**config.mk**
```make
export PLATFORM = sky130hd
export DESIGN_NAME = uart_tx_fifo_top_flat
export DESIGN_NICKNAME = d
export VERILOG_FILES = /design/src/rtl/uart_pkg.sv /design/src/rtl/uart_tx_fifo_top_if.sv /design/src/rtl/uart_tx_fifo.sv /design/src/rtl/uart_tx_fifo_top.sv /design/src/flat_wrapper.sv
export SDC_FILE = /design/constraint.sdc
export NUM_CORES = 1
export LEC_CHECK = 0
export CORE_ASPECT_RATIO = 1.5
export CORE_MARGIN = 1
export CORE_UTILIZATION = 60
export CTS_BUF_LIST = sky130_fd_sc_hd__clkbuf_16
export CTS_CLUSTER_SIZE = 30
export DETAILED_ROUTE_END_ITERATION = 8
export PLACE_DENSITY = 0.86
export SLEW_MARGIN = 20
export SYNTH_ARGS = -nofsm -noshare
export SYNTH_HDL_FRONTEND = slang
export SYNTH_SLANG_ARGS = --single-unit
export TNS_END_PERCENT = 50
```
**constraint.sdc**
```tcl
create_clock -name clk -period 2.3 [get_ports clk]
set_input_delay 0.46 -clock clk [delete_from_list [all_inputs] [get_ports clk]]
set_output_delay 0.46 -clock clk [all_outputs]
set_load 0.01 [all_outputs]
```
**src/rtl/uart_pkg.sv**
```systemverilog
// Purpose: shared UART constants, frame levels and FSM encoding for TX and RX.
// Latency: n/a (declarations only).
// Backpressure: n/a.
package uart_pkg;

  localparam int CLK_FREQ_DEFAULT = 50_000_000;
  localparam int BAUD_DEFAULT     = 9600;
  localparam int DATA_BITS        = 8;

  // Line levels of the framing bits; the line idles at the stop level.
  localparam logic START_BIT = 1'b0;
  localparam logic STOP_BIT  = 1'b1;

  // Frame-position encoding, common to transmitter and receiver.
  typedef enum logic [1:0] {
    IDLE  = 2'd0,
    START = 2'd1,
    DATA  = 2'd2,
    STOP  = 2'd3
  } uart_state_e;

endpackage

```
**src/rtl/uart_tx_fifo_top_if.sv**
```systemverilog
// Purpose: byte-wide valid/ready handshake into the UART transmitter.
// Latency: n/a (wiring only).
// Backpressure: source holds tx_data while tx_valid is high and tx_ready is low.
interface uart_tx_fifo_top_if;
  import uart_pkg::*;

  logic [DATA_BITS-1:0] tx_data;
  logic                 tx_valid;
  logic                 tx_ready;

  modport master (output tx_data, output tx_valid, input tx_ready);
  modport slave  (input tx_data, input tx_valid, output tx_ready);

endinterface

```
**src/rtl/uart_tx_fifo.sv**
```systemverilog
// Purpose: synchronous FIFO with the head entry readable combinationally.
// Latency: a push is visible at the head (and in full/empty) one cycle later.
// Backpressure: caller must not push when full nor pop when empty.
module uart_tx_fifo #(
  parameter int DEPTH = 4,
  parameter int WIDTH = 8
) (
  input  logic             clk,
  input  logic             rst_n,
  input  logic             push,
  input  logic [WIDTH-1:0] wdata,
  input  logic             pop,
  output logic [WIDTH-1:0] rdata,
  output logic             full,
  output logic             empty
);

  localparam int AW = $clog2(DEPTH);

  logic [WIDTH-1:0] mem [DEPTH];
  // The extra MSB distinguishes a wrapped (full) pointer pair from an equal (empty) one.
  logic [AW:0]      wr_ptr;
  logic [AW:0]      rd_ptr;

  assign rdata = mem[rd_ptr[AW-1:0]];
  assign empty = (wr_ptr == rd_ptr);
  assign full  = (wr_ptr[AW] != rd_ptr[AW]) && (wr_ptr[AW-1:0] == rd_ptr[AW-1:0]);

  // Storage array; contents need no reset because the pointers gate visibility.
  always_ff @(posedge clk) begin
    if (push) begin
      mem[wr_ptr[AW-1:0]] <= wdata;
    end
  end

  // Pointer update; reset empties the FIFO by re-aligning the pointers.
  always_ff @(posedge clk or negedge rst_n) begin
    if (!rst_n) begin
      wr_ptr <= '0;
      rd_ptr <= '0;
    end else begin
      if (push) wr_ptr <= wr_ptr + 1'b1;
      if (pop)  rd_ptr <= rd_ptr + 1'b1;
    end
  end

endmodule

```
**src/rtl/uart_tx_fifo_top.sv**
```systemverilog
// Purpose: buffered 8N1 UART transmitter with internal baud divider.
// Latency: write at cycle W pops at W+1, start bit on txd from W+2, frame is 10*BAUD_DIV cycles.
// Backpressure: tx_ready = !full; back-to-back frames drain the FIFO without idle gaps.
module uart_tx_fifo_top
  import uart_pkg::*;
#(
  parameter int CLK_FREQ   = CLK_FREQ_DEFAULT,
  parameter int BAUD       = BAUD_DEFAULT,
  parameter int FIFO_DEPTH = 4
) (
  input  logic                clk,
  input  logic                rst_n,
  uart_tx_fifo_top_if.slave   tx_if,
  output logic                txd,
  output logic                busy,
  output logic                tx_done
);

  localparam int BAUD_DIV = CLK_FREQ / BAUD;
  localparam int CW       = $clog2(BAUD_DIV);
  localparam int BW       = $clog2(DATA_BITS);
  localparam logic [CW-1:0] CNT_MAX  = CW'(BAUD_DIV - 1);
  localparam logic [BW-1:0] BIT_LAST = BW'(DATA_BITS - 1);

  uart_state_e          state, state_nxt;
  logic [CW-1:0]        baud_cnt, cnt_nxt;
  logic [BW-1:0]        bit_cnt, bit_nxt;
  logic [DATA_BITS-1:0] shift, shift_nxt;
  logic                 txd_nxt;
  logic                 done_nxt;
  logic                 bit_end;

  logic                 fifo_push;
  logic                 fifo_pop;
  logic                 fifo_full;
  logic                 fifo_empty;
  logic [DATA_BITS-1:0] fifo_rdata;

  assign tx_if.tx_ready = !fifo_full;
  assign fifo_push      = tx_if.tx_valid && !fifo_full;
  assign bit_end        = (baud_cnt == CNT_MAX);

  uart_tx_fifo #(
    .DEPTH (FIFO_DEPTH),
    .WIDTH (DATA_BITS)
  ) u_fifo (
    .clk   (clk),
    .rst_n (rst_n),
    .push  (fifo_push),
    .wdata (tx_if.tx_data),
    .pop   (fifo_pop),
    .rdata (fifo_rdata),
    .full  (fifo_full),
    .empty (fifo_empty)
  );

  // Next-state, counters and next line level; txd/busy/tx_done are registered from these.
  always_comb begin
    state_nxt = state;
    cnt_nxt   = baud_cnt;
    bit_nxt   = bit_cnt;
    shift_nxt = shift;
    txd_nxt   = txd;
    fifo_pop  = 1'b0;
    unique case (state)
      IDLE: begin
        cnt_nxt = '0;
        txd_nxt = STOP_BIT;
        if (!fifo_empty) begin
          fifo_pop  = 1'b1;
          shift_nxt = fifo_rdata;
          bit_nxt   = '0;
          state_nxt = START;
          txd_nxt   = START_BIT;
        end
      end
      START: begin
        if (bit_end) begin
          cnt_nxt   = '0;
          state_nxt = DATA;
          txd_nxt   = shift[0];
        end else begin
          cnt_nxt = baud_cnt + 1'b1;
        end
      end
      DATA: begin
        if (bit_end) begin
          cnt_nxt   = '0;
          shift_nxt = shift >> 1;
          if (bit_cnt == BIT_LAST) begin
            bit_nxt   = '0;
            state_nxt = STOP;
            txd_nxt   = STOP_BIT;
          end else begin
            bit_nxt = bit_cnt + 1'b1;
            // Level of the next data bit, i.e. shift[0] after this shift.
            txd_nxt = shift[1];
          end
        end else begin
          cnt_nxt = baud_cnt + 1'b1;
        end
      end
      STOP: begin
        if (bit_end) begin
          cnt_nxt = '0;
          if (!fifo_empty) begin
            // Chain straight into the next frame to keep the line contiguous.
            fifo_pop  = 1'b1;
            shift_nxt = fifo_rdata;
            bit_nxt   = '0;
            state_nxt = START;
            txd_nxt   = START_BIT;
          end else begin
            state_nxt = IDLE;
            txd_nxt   = STOP_BIT;
          end
        end else begin
          cnt_nxt = baud_cnt + 1'b1;
        end
      end
      default: begin
        state_nxt = IDLE;
        txd_nxt   = STOP_BIT;
      end
    endcase
    // Pulse is registered, so it is armed one cycle ahead of the last stop cycle.
    done_nxt = (state_nxt == STOP) && (cnt_nxt == CNT_MAX);
  end

  // State, datapath and registered outputs; reset abandons any frame and idles the line.
  always_ff @(posedge clk or negedge rst_n) begin
    if (!rst_n) begin
      state    <= IDLE;
      baud_cnt <= '0;
      bit_cnt  <= '0;
      shift    <= '0;
      txd      <= STOP_BIT;
      busy     <= 1'b0;
      tx_done  <= 1'b0;
    end else begin
      state    <= state_nxt;
      baud_cnt <= cnt_nxt;
      bit_cnt  <= bit_nxt;
      shift    <= shift_nxt;
      txd      <= txd_nxt;
      busy     <= (state_nxt != IDLE);
      tx_done  <= done_nxt;
    end
  end

endmodule

```
**src/flat_wrapper.sv**
```systemverilog
// flat-port wrapper written by rule: the top's interface ports become plain ports
module uart_tx_fifo_top_flat import uart_pkg::*;
#(
  parameter int CLK_FREQ   = CLK_FREQ_DEFAULT,
  parameter int BAUD       = BAUD_DEFAULT,
  parameter int FIFO_DEPTH = 4
)
  (clk, rst_n, txd, busy, tx_done, tx_if_tx_data, tx_if_tx_valid, tx_if_tx_ready);
  uart_tx_fifo_top_if tx_if_i ();
  input  logic clk;
  input  logic rst_n;
  output logic txd;
  output logic busy;
  output logic tx_done;
  input wire logic [$bits(tx_if_i.tx_data)-1:0] tx_if_tx_data;
  input wire logic [$bits(tx_if_i.tx_valid)-1:0] tx_if_tx_valid;
  output wire logic [$bits(tx_if_i.tx_ready)-1:0] tx_if_tx_ready;
  assign tx_if_i.tx_data = tx_if_tx_data;
  assign tx_if_i.tx_valid = tx_if_tx_valid;
  assign tx_if_tx_ready = tx_if_i.tx_ready;
  uart_tx_fifo_top #(.CLK_FREQ(CLK_FREQ), .BAUD(BAUD), .FIFO_DEPTH(FIFO_DEPTH)) u_core (.clk(clk), .rst_n(rst_n), .tx_if(tx_if_i), .txd(txd), .busy(busy), .tx_done(tx_done));
endmodule
```
# Word level (Yosys, flattened, before mapping)
# Memories as Yosys holds them, arrays and structs flattened.
# Cells that the tools add are included.
# classes
muxes	29
n_eq_ne	13
addsub	4
reduce_logical	10
# ops
operator	count
equality test 13 bit, second input constant	2
case mux 13 bit (2 select lines)	1
two-way mux 8 bit	3
case mux 8 bit (3 select lines)	1
adder 13 x 1 -> 13 bit, second input constant	1
two-way mux 13 bit	1
two-way mux 3 bit	4
two-way mux 1 bit	10
two-way mux 2 bit	5
adder 3 x 1 -> 3 bit, second input constant	3
case mux 3 bit (3 select lines)	1
case mux 2 bit (4 select lines)	1
equality test 2 bit, second input constant	3
inequality test 2 x 1 -> 1 bit, second input constant	3
AND reduction 3 bit	2
case mux 1 bit (4 select lines)	1
equality test 3 bit	1
equality test 3 bit, second input constant	1
logical AND 1 bit	3
nonzero test 3 bit	1
OR reduction 3 bit	1
equality test 2 x 1 -> 1 bit, second input constant	1
equality test 2 bit	1
zero test 2 bit	1
4 further kinds	4
# word_totals
in_bits	11
elab_cells	66
out_inout_bits	4
regBits	35
memories	1
mem_bits_rw	32
# mem_list
memory	words	width	rd	rd_ports_with_merged_regs	wr	line	rtl
u_core.u_fifo.mem	4	8	1	0	1	uart_tx_fifo.sv:20	logic [WIDTH-1:0] mem [DEPTH];

# Longest topological paths before layout
# Gate-level depths: netlist (run 1).
# logic_depth
depth_word	6
depth_mapped	8

# Modules after synthesis
# A second synthesis (run 1) with hierarchy kept.
# unflattened
hier_cells	245
area_unflattened_um2	3151.8
# by_module_without_submodules
mod	n_inst	area_per_inst_um2	cells_each
uart_tx_fifo_top	1	1651.6	173
uart_tx_fifo	1	1500.2	72

# Worst setup path after synthesis (run 1)
# No wires, ideal clock.
# synth_timing
path_type	register to register
from	reg u_core.baud_cnt[0]
to	reg u_core.shift[0]
path_stages_with_launch	8
required_time_ns	2.175
setup_slack_ns	0.396
setup_time_ns	0.125
path_buffers	1
arrival_ns	1.779
period_less_slack_ns	1.904
path_cell_list	dfrtp_1 -> ha_1 -> and4bb_4 -> nand3_4 -> o21a_4 -> nor3_4 -> buf_6 -> mux2_4
# synth_via
elab_chain_cells	3
word_cells_on_any_way	4
cone_classes	3 x eq/ne; 1 x reduce/logical
# synth_lines
item	line	rtl
from (decl)	uart_tx_fifo_top.sv:26	logic [CW-1:0] baud_cnt, cnt_nxt;
from (signal assigned)	uart_tx_fifo_top.sv:142	baud_cnt <= cnt_nxt;
equality test 13 bit *	uart_tx_fifo_top.sv:41	assign bit_end = (baud_cnt == CNT_MAX);
inequality test 2 x 1 -> 1 bit (no line)	--	
AND reduction 3 bit (no line) *	--	
to (signal assigned)	uart_tx_fifo_top.sv:144	shift <= shift_nxt;
to (decl)	uart_tx_fifo_top.sv:28	logic [DATA_BITS-1:0] shift, shift_nxt;
# Mark *: on every way between the ends. The rest lies on a longest branch, timed or not.
# A chain may end at the register's enable or synchronous reset.

# Worst setup path in the final report (run 1)
# layout_timing
from	reg u_core.u_fifo.wr_ptr[1]
to	out tx_if_tx_ready
# layout_via
elab_chain_cells	3
# layout_lines
item	line	rtl
from (decl)	uart_tx_fifo.sv:22	logic [AW:0] wr_ptr;
from (signal assigned)	uart_tx_fifo.sv:42	if (push) wr_ptr <= wr_ptr + 1'b1;
equality test 2 bit	uart_tx_fifo.sv:27	assign full = (wr_ptr[AW] != rd_ptr[AW]) && (wr_ptr[AW-1:0] == rd_ptr[AW-1:0]);
logical AND 1 bit	uart_tx_fifo.sv:27	
zero test 1 bit	uart_tx_fifo_top.sv:39	assign tx_if.tx_ready = !fifo_full;
to (decl)	flat_wrapper.sv:17	output wire logic [$bits(tx_if_i.tx_ready)-1:0] tx_if_tx_ready;
# No other way between the ends.

==> run summary, run 1 <==
The detailed-routing iteration count for the pre-antenna-repair pass came out at 5. The count of distinct cell types in the synthesized netlist is 59. The final total power is 4.740 mW.

Clock tree synthesis selected as its root buffer the cell sky130_fd_sc_hd__clkbuf_16. The clock group share of total power came out at 0.292. In this run, synthesis inferred 32 flip-flops with an integrated enable. The library cell with the largest summed area after synthesis is sky130_fd_sc_hd__edfxtp_1. The number of pins with negative max-slew slack in the final report is 0. Global routing finished with a remaining overflow of 0. The fraction of final layout cells sized beyond drive strength 1 came out at 0.2414. The switching share of power came out at 0.3072. The maximum root-to-sink buffer count came out at 2. After synthesis, the most frequently instantiated cells are 34 x sky130_fd_sc_hd__dfrtp_1, 32 x sky130_fd_sc_hd__edfxtp_1, 19 x sky130_fd_sc_hd__nor2_1. The die is 62.34 µm wide.

For the final routed database, the setup TNS stands at 0 ns. The worst setup path category is reg2out. The net count of the finished layout is 280. The switching power total came out at 1.456 mW. The global-route wire length before repair came out at 9.839 mm.

Across the run, the number of max-cap violations was 0. The total leakage power is 1.511 nW. The instance count of the mapped netlist came out at 233.

The mapped netlist covers 3277 µm². The wire length after detailed routing is 5.775 mm. The required time at the worst-slack endpoint came out at 1.84 ns. The maximum number of pins on one net before global-route repair is 36. The slew at the pin closest to its max-slew limit came out at 0.5076 ns. The effective utilization at floorplan is 0.6296. STA classifies the critical path startpoint as a register. Across all hold checks on the routed design, the worst slack comes to 0.4856 ns. The initial detailed-routing violation count came out at 95. For this run, design rule violations remaining after detail routing come to 0. The clock slew at the register clock pins of the worst setup and hold paths is 0.05 ns. The number of antenna violations at the first check in global routing is 0. The part of the Yosys area used for sequential elements came out at 0.5609.

The final-report hold violation count is 0. The leading cell type by number of instances after synthesis is sky130_fd_sc_hd__dfrtp_1. Setup repair after global routing left no endpoint under its margin. The post-CTS setup repair buffer count came out at 0. The via total after detailed routing came out at 1934. Measured against its own limit, the worst slew margin works out to 0.6616. The core footprint is 5205 µm². The total internal power came out at 3.284 mW. The count of instances resized after the clock tree is built came out at 0.

The largest fanout on the critical path came out at 4. Dividing the detail-routed via count by the number of cells gives 5.878. The part of the total power dissipated in combinational logic is 0.330. The placer's final routability congestion estimate is 0.8269. The final HPWL from detailed placement is 3.966 mm. The via count of the first global-routing pass came to 2114. The number of antenna diodes in the final layout is 0. The worst setup path is captured at an output port. The number of routed nets with antenna violations is 0. In this run the cell area measured after placement is 3488 µm². Of the post-synthesis cell area, the dominant cell type holds 0.2932. Summing all non-filler instances in the final layout gives an area of 3810 µm².

The worst hold path belongs to the class reg2reg. In the synthesized netlist the async set-or-reset flop fraction comes to 0.5224. During I/O placement, the number of pins put on the boundary was 15. The worst vdd rail ir drop came out at 0.9076 mV. The hold-fix buffer count after cts came out at 0. Clock tree synthesis inserted a total of 9 buffers.

The layout-stage area growth over the synthesis result is 16.27%. Measured on the finished design, the core utilization comes to 0.7320. Yosys attributes the largest share of cell area to sky130_fd_sc_hd__edfxtp_1 29%, sky130_fd_sc_hd__dfrtp_1 26%, sky130_fd_sc_hd__mux4_2 5.5%. In the final routed layout, each cell accounts on average for 17.55 µm.

In the synthesized netlist the dominant register cell turns out to be sky130_fd_sc_hd__dfrtp_1. The die area came out at 5767 µm². Setup violations remaining at the end of the flow were counted as 0. The clock skew after layout came out at 0.004537 ns. The net count after synthesis is 257. After floorplanning, the core was divided into 32 placement rows.

Synthesis inferred 67 register bits. The part of the total power dissipated in sequential elements came out at 0.378. The clock insertion delay at the later pin of the skew report came out at 0.32 ns. The die boundary height came out at 92.51 µm. Counting I/O delays and the setup requirement, the final critical path takes 2.185 ns.

Averaged over all synthesized cells, the footprint is 14.06 µm². The number of I/O port buffers is 14. The arrival time of the worst setup path is 1.73 ns. TritonCTS built the clock tree. The synthesis warning total is 0.

The power per cell area came out at 1244 nW/µm². The clock net sink count is 67. The flow ran to the end, and the final reports show no timing, DRC or antenna violations. For this run, the top clock speed supported by timing is 457.6 MHz. In the global route stage, overall resource usage came out at 0.2315. The part of the cycle the worst path needs is 0.9501. The clock tree synthesis step divided the H-tree into 3 levels. The number of inserted filler cells in the final layout came out at 350.
## sequential cells by signal, indices dropped and copies added, names as in the netlist
| register | flops |
|---|---|
| u_core.tx_done | 1 |
| u_core.txd | 1 |
| u_core.u_fifo.wr_ptr | 3 |
| u_core.u_fifo.mem | 32 |
| u_core.busy | 1 |
| u_core.baud_cnt | 13 |
| u_core.u_fifo.rd_ptr | 3 |
| u_core.bit_cnt | 3 |
| u_core.shift | 8 |
| u_core.state | 2 |
## power by group through the flow
| stage | Combinational [mW] | Sequential (mW) | Clock, mW |
|---|---|---|---|
| 2_1_floorplan | 1.20 | 1.74 | 0 |
| 3_3_place_gp | 1.48 | 1.78 | 0 |
| 3_5_place_dp | 1.55 | 1.79 | 0 |
| 4_1_cts | 1.57 | 1.78 | 1.41 |
| 5_1_grt | 1.72 | 1.83 | 1.45 |
| 6_report | 1.56 | 1.79 | 1.39 |
## logic make-up (layout without fill, tap and decap cells)
group / Yosys count / after routing / synth area share
adders and majority gates: 13 / 13 / 0.04964
muxes: 25 / 25 / 0.1210
DFF: 67 / 67 / 0.5609
buffers and inverters: 19 / 47 / 0.03055
xor gates and xnor gates: 17 / 17 / 0.04544
and+or+nand+nor: 64 / 64 / 0.1268
AOI/OAI and AO/OA: 28 / 28 / 0.06568
## stage by stage
stage / setup slack (ns) / cells
CTS: 0.04480 / 329
finish: 0.1147 / 329
floorplan: 0.3960 / 233
global route: 0.02438 / 329
global placement: 0.2249 / 313
detailed placement: 0.1496 / 313
## layout by cell type, fill, tap and decap left out, types with 2 or more instances in the layout
cell type	instances
sky130_fd_sc_hd__edfxtp_1	32
sky130_fd_sc_hd__nor2_1	19
sky130_fd_sc_hd__inv_1	11
sky130_fd_sc_hd__xnor2_2	2
sky130_fd_sc_hd__mux2_4	7
sky130_fd_sc_hd__o21ai_0	7
sky130_fd_sc_hd__nor2b_1	3
sky130_fd_sc_hd__mux4_2	8
sky130_fd_sc_hd__a21oi_1	2
sky130_fd_sc_hd__and4bb_4	3
sky130_fd_sc_hd__xnor2_1	6
sky130_fd_sc_hd__ha_1	13
sky130_fd_sc_hd__dfrtp_1	34
sky130_fd_sc_hd__nand3_1	6
sky130_fd_sc_hd__clkbuf_16	9
sky130_fd_sc_hd__inv_6	4
sky130_fd_sc_hd__nand2_1	9
sky130_fd_sc_hd__buf_4	6
sky130_fd_sc_hd__nor4bb_1	2
sky130_fd_sc_hd__and2_1	5
sky130_fd_sc_hd__xor2_1	9
sky130_fd_sc_hd__clkdlybuf4s50_1	14
sky130_fd_sc_hd__mux2_2	9
sky130_fd_sc_hd__and3_1	2
## critical path: stages (launching register included)
cell,delay [ns]
sky130_fd_sc_hd__dfrtp_1,0.45
sky130_fd_sc_hd__xnor2_2,0.21
sky130_fd_sc_hd__and2_1,0.19
sky130_fd_sc_hd__nand2_1,0.07
sky130_fd_sc_hd__clkdlybuf4s50_1,0.49
## path summary, 6_finish.rpt
path	from	to	slack, ns	depth (start not counted)
max	u_core.u_fifo.wr_ptr[1]	tx_if_tx_ready	0.11	4
min reg2reg	u_core.u_fifo.wr_ptr[2]	u_core.u_fifo.wr_ptr[2]	0.49	1
max in group asynchronous	rst_n	u_core.txd	1.41	2
max reg2reg	u_core.baud_cnt[0]	u_core.shift[5]	0.17	7
min in group asynchronous	rst_n	u_core.busy	0.56	2
min	u_core.u_fifo.wr_ptr[2]	u_core.u_fifo.wr_ptr[2]	0.49	1
## area by class of cell
cell class                 count  area, µm²  share of cell area
clock buffer                   9      225.2             0.05911
clock inverter                 7      81.33             0.02135
inverter                      11      41.29             0.01084
multi-input combinational    147       1354              0.3553
sequential                    67       1838              0.4824
tap                           68      85.08             0.02233
timing repair buffer          20      185.2             0.04860
## metal layers
metal / part of all wire / vias to the layer above / track usage
met5: 0 / - / 0
met4: 0.019 / 0 / 0.1182
met3: 0.028 / 11 / 0.04680
met2: 0.57 / 39 / 0.4386
met1: 0.38 / 980 / 0.2368
li1: - / 904 / -
(Power assumes the default switching activity.)
==> run 2, diff against run 1 <==
--- a/config.mk
+++ b/config.mk
@@ -9,7 +9,6 @@
 export CORE_MARGIN = 1
 export CORE_UTILIZATION = 60
 export CTS_BUF_LIST = sky130_fd_sc_hd__clkbuf_16
-export CTS_CLUSTER_SIZE = 30
 export DETAILED_ROUTE_END_ITERATION = 8
 export PLACE_DENSITY = 0.86
 export SLEW_MARGIN = 20
==> results of run 2 <==
The final DEF is identical to that of run 1; final timing and power are the same.
==> run 3, diff against run 2 <==
--- a/config.mk
+++ b/config.mk
@@ -5,6 +5,7 @@
 export SDC_FILE = /design/constraint.sdc
 export NUM_CORES = 1
 export LEC_CHECK = 0
+export CAP_MARGIN = 20
 export CORE_ASPECT_RATIO = 1.5
 export CORE_MARGIN = 1
 export CORE_UTILIZATION = 60
==> results of run 3 <==
The final DEF is identical to that of run 1; final timing and power are the same.
==> edit 1 (config.mk and constraints of run 2) <==
The 4 states of `uart_state_e` get a one-hot encoding in 4 bits.
--- a/src/rtl/uart_pkg.sv
+++ b/src/rtl/uart_pkg.sv
@@ -12,11 +12,11 @@
   localparam logic STOP_BIT  = 1'b1;
 
   // Frame-position encoding, common to transmitter and receiver.
-  typedef enum logic [1:0] {
-    IDLE  = 2'd0,
-    START = 2'd1,
-    DATA  = 2'd2,
-    STOP  = 2'd3
+  typedef enum logic [3:0] {
+    IDLE  = 4'b0001,
+    START = 4'b0010,
+    DATA  = 4'b0100,
+    STOP  = 4'b1000
   } uart_state_e;
 
 endpackage
Check against the original RTL: no difference found for any inputs over 10 cycles, from zero or initial values and one cycle with rst_n low; not proved beyond that.
==> edit 1 against run 2 <==
- the flow now finishes with violations (negative setup slack)
- worst setup slack worse by 0.17 ns
- design area rose by 7.5%
- utilization increased by 4.9 points
- worst hold slack lost 0.26 ns
- critical path type is now reg2reg
- area after synthesis is 1.9% higher
- first-iteration DRC count rose by 110%
- routed wire length increased by 21%
- combinational power grew 18%
- total power grew 5.5%
- sequential cell count rose by 2
==> edit 1: results (changes against run 2) <==
grt:
  grt_usage_pct: 27.2  # was 23.1%
  grt_start_max_net_pins: 38  # was 36
  grt_first_pass_wirelength_mm: 11.6  # was 9.84 mm
  grt_pass1_vias: 2395  # was 2114
finish:
  nonClockBufferCount: 47  # was 20
  drive_above_1_share_pct: 26.6  # was 24.1%
  design.seq.count: 69  # was 67
  multi_input_cells: 175  # was 147
  multi_input_area_share_pct: 34.5  # was 35.5%
  clock_area_share_pct: 7.09  # was 8.05%
  final_area_sq_um: 4100  # was 3810 sq um
  n_all_inverters: 9  # was 11
  buffer_area_share_pct: 9.44  # was 4.86%
  seq_area_sq_um: 1890  # was 1840 sq um
  fin_nets: 330  # was 280
  n_fill_cell: 289  # was 350
timing:
  fin_tns_setup_ns: -0.376  # was 0 ns
  worst_slack_ns: -0.0559  # was 0.115 ns
  finalClockSkew_ns: 0.00410  # was 0.00454 ns
  relSlewSlack_pct: 44.4  # was 66.2%
  setup_violations: 11  # was 0
placement:
  placed_area_sq_um: 3760  # was 3490 sq um
  place.gp.congestion: 0.911  # was 0.827
  preCtsSetupSlack_ns: -0.0858  # was 0.150 ns
  place_hpwl_mm: 4.75  # was 3.97 mm
  dp.cells: 367  # was 313
logic_synthesis:
  netlist_instances: 262  # was 233
  synthArstFlopShare_pct: 53.6  # was 52.2%
  ys_warn_count: 0  # unchanged
  synth_area_leaders: "edfxtp_1, dfrtp_1, mux4_2, nor2_1, ha_1"  # was edfxtp_1, dfrtp_1, mux4_2, ha_1, mux2_4
  ys_seq_area_share_pct: 56.6  # was 56.1%
  syn_nets: 281  # was 257
  ys_types: 54  # was 59
  synth_common_cells: "dfrtp_1, edfxtp_1, nor2_1, nand2_1, o21ai_0"  # was dfrtp_1, edfxtp_1, nor2_1, ha_1, inv_1
run_status:
  violations: "negative setup slack"
  outcome: "finished with violations"  # was complete, no violations
power_and_ir_drop:
  p_per_area_nw_per_um2: 1220  # was 1240 nW/um^2
  ir_worst_vdd_mv: 1.07  # was 0.908 mV
  swShare_pct: 34.8  # was 30.7%
  clockNetworkPower_mw: 1.33  # was 1.39 mW
  seqPwrFrac_pct: 36.7  # was 37.8%
detailed_routing:
  drtIter0Drc: 197  # was 95
  drt-vias-per-instance: 6.01  # was 5.88
  vias: 2309  # was 1934
  wl_per_cell_microns: 18.1  # was 17.6 microns
  firstDrtPassIters: 4  # was 5
clock_tree:
  cts_resized: 6  # was 0
  cts_setup_buffers: 1  # was 0
hold_path:
  holdCritPathClass: "in2async"  # was reg2reg
critical_path:
  crit_fanout: 5  # was 4
edit 1: cell count changes in the layout (fill, tap and decap cells not counted), sizes merged, moves of 4 or more:
cell,run 2,this run
a21oi,3,11
and3,2,9
buf,6,34
ha,13,8
mux2,16,3
mux2i,1,10
nand2,9,13
nor2,19,29
edit 1: cell families (layout without fill, tap and decap cells):
family,count (synthesis),count (layout),synth area share (%)
adders and majority gates,8,8,3.00
xor gates and xnor gates,18,18,4.72
muxes,21,21,9.41
DFF,69,69,56.6
and+or+nand+nor,91,91,15.7
AOI/OAI and AO/OA,37,37,8.17
buffers and inverters,18,72,2.44
edit 1: worst paths after layout:
kind | startpoint | to | slack [ns] | cells after the start
worst min register to register | u_core.bit_cnt[2] | u_core.bit_cnt[2] | 0.50 | 1
worst max-delay path | u_core.baud_cnt[9] | u_core.bit_cnt[0] | -0.06 | 6
worst max register to register | u_core.baud_cnt[9] | u_core.bit_cnt[0] | -0.06 | 6
max in group asynchronous | rst_n | u_core.busy | 1.55 | 1
worst min-delay path | rst_n | u_core.baud_cnt[2] | 0.23 | 1
min in group clk | u_core.bit_cnt[2] | u_core.bit_cnt[2] | 0.50 | 1
edit 1: worst max-delay path: stages (launching register included):
cell and delay, ns:
dfrtp_1 0.40, or4_4 0.55, or4_4 0.44, a211o_1 0.31, a21oi_4 0.21, inv_2 0.07
mux2_4 0.26
edit 1: metal layers:
| metal | routed length, microns | global-route usage (%) | up-vias |
|---|---|---|---|
| li1 | - | - | 1070 |
| met1 | 2650 | 29.4 | 1136 |
| met2 | 3810 | 48.2 | 84 |
| met3 | 311 | 7.20 | 19 |
| met4 | 191 | 13.6 | 0 |
| met5 | 0 | 0 | - |
==> edit 2 (config.mk and constraints of run 2) <==
Without the edit above. Change the package constant `CLK_FREQ_DEFAULT` from 50_000_000 to 200_000_000.
--- a/src/rtl/uart_pkg.sv
+++ b/src/rtl/uart_pkg.sv
@@ -3,7 +3,7 @@
 // Backpressure: n/a.
 package uart_pkg;
 
-  localparam int CLK_FREQ_DEFAULT = 50_000_000;
+  localparam int CLK_FREQ_DEFAULT = 200_000_000;
   localparam int BAUD_DEFAULT     = 9600;
   localparam int DATA_BITS        = 8;
 
Function: no difference found for any inputs over 10 cycles, from zero or initial values and one cycle with rst_n low; that may be too few to reach the edited logic, so the function may still have changed.
==> edit 2 against run 2 <==
- utilization fell by 1.5 points
- design area rose by 2.5%
- worst setup slack got worse by 0.048 ns
- sequential cell count rose by 2
- area after synthesis rose by 3.7%
- routed wire length rose by 11%
- critical endpoint unchanged
Power is not compared: it rests on default switching activity, and its combinational part moved more than twofold at a synthesized area within 25%.
==> edit 2: results (changes against run 2) <==
critical_path:
  cpPeakStageDelay_ns: 0.53  # was 0.49 ns
  ff2ff_path_depth: 7  # unchanged
  cp_slowest_cell: "clkdlybuf4s50_1"  # unchanged
  rr_endpoint: "u_core.u_fifo.rd_ptr[1]"  # was u_core.shift[5]
  critPathLaunch: "u_core.u_fifo.wr_ptr[0]"  # was u_core.u_fifo.wr_ptr[1]
  crit_end: "tx_if_tx_ready"  # unchanged
  worstPathArrival_ns: 1.77  # was 1.73 ns
  crit_fanout: 6  # was 4
  r2r_slack_ns: 0.16
hold_path:
  holdCritPathClass: "in2async"  # was reg2reg
logic_synthesis:
  synth_area_leaders: "edfxtp_1, dfrtp_1, mux4_2, ha_1, xor2_1"  # was edfxtp_1, dfrtp_1, mux4_2, ha_1, mux2_4
  synth.avg_cell_area_sq_um: 12.5  # was 14.1 sq um
  synth_common_cells: "dfrtp_1, edfxtp_1, nand2_1, nor2_1"  # was dfrtp_1, edfxtp_1, nor2_1, ha_1, inv_1
  ys_types: 51  # was 59
  ys_warn_count: 0  # unchanged
  synth_mux_area_share_pct: 8.35  # was 12.1%
  synthArstFlopShare_pct: 53.6  # was 52.2%
  synthAdderAreaFrac_pct: 5.15  # was 4.96%
  synth_edf_count: 32  # unchanged
  syn_nets: 297  # was 257
  synth_xor_area_share_pct: 5.93  # was 4.54%
  ys_seq_area_share_pct: 55.5  # was 56.1%
  synth-compound-area-share_pct: 6.99  # was 6.57%
finish:
  n_fill_cell: 382  # was 350
  fin_cells: 365  # was 329
  drive_above_1_share_pct: 15.6  # was 24.1%
  largest_register_ffs: 32  # unchanged
  fin_nets: 315  # was 280
grt:
  grt_pass1_vias: 2307  # was 2114
  grt_usage_pct: 24.5  # was 23.1%
  grt_start_max_net_pins: 38  # was 36
  grt_first_pass_wirelength_mm: 10.8  # was 9.84 mm
power_and_ir_drop:
  p_leak_nw: 1.56
timing:
  relSlewSlack_pct: 45.7  # was 66.2%
  finalClockSkew_ns: 0.00617  # was 0.00454 ns
  fin_crit_sh_pct: 97.1  # was 95.0%
  holdWs_ns: 0.218  # was 0.486 ns
placement:
  preCtsSetupSlack_ns: 0.151  # was 0.150 ns
  place.gp.congestion: 0.873  # was 0.827
  portBuffers: 14  # unchanged
  place_hpwl_mm: 4.37  # was 3.97 mm
  placed_area_sq_um: 3600  # was 3490 sq um
  dp.cells: 349  # was 313
detailed_routing:
  firstDrtPassIters: 4  # was 5
  drt-vias-per-instance: 6.01  # was 5.88
  routed_wl_mm: 6.39  # was 5.78 mm
  drtIter0Drc: 167  # was 95
clock_tree:
  clock_latency_ns: 0.33
  clockBufferDepth: 2  # unchanged
  cts.clk_slew.worst_paths_ns: 0.06
  cts_inserted_buffers: 9  # unchanged
  cts_resized: 0  # unchanged
  clock-root-buffer: "clkbuf_16"  # unchanged
run_status:
  outcome: "complete, no violations"  # unchanged
==> edit 2: changes by cell type after synthesis, sizes merged, moves of 3 or more <==
| cell | change |
|---|---|
| mux2i | +6 |
| nand2 | +11 |
| and3 | +3 |
| buf | +3 |
| mux2 | -13 |
| nand4 | +4 |
| xor2 | +3 |
| o21ai | +6 |
| or2 | +4 |
| xnor2 | +3 |
==> edit 2: report_power, final <==
group	total [mW]	internal, mW	switching [mW]
registers	1.52	1.44	0.0774
clock network	1.31	0.751	0.560
logic	0.366	0.159	0.207
total	3.20	2.35	0.844
==> edit 2: cell type report <==
class	instances	area [sq um]	area share (%)
clock buffers	9	225	5.77
clock inverters	7	62.6	1.60
inverters	11	41.3	1.06
multi-input cells	180	1430	36.6
flip-flops and latches	69	1890	48.3
well taps	70	87.6	2.24
repair buffers	19	173	4.42
==> edit 2: routing by layer <==
layer	track usage [%]	up-vias	part of all wire, %
met5	0	-	0
met4	15.2	0	3.0
met3	4.61	16	3.1
met2	45.2	44	56
met1	24.9	1107	38
li1	-	1028	-
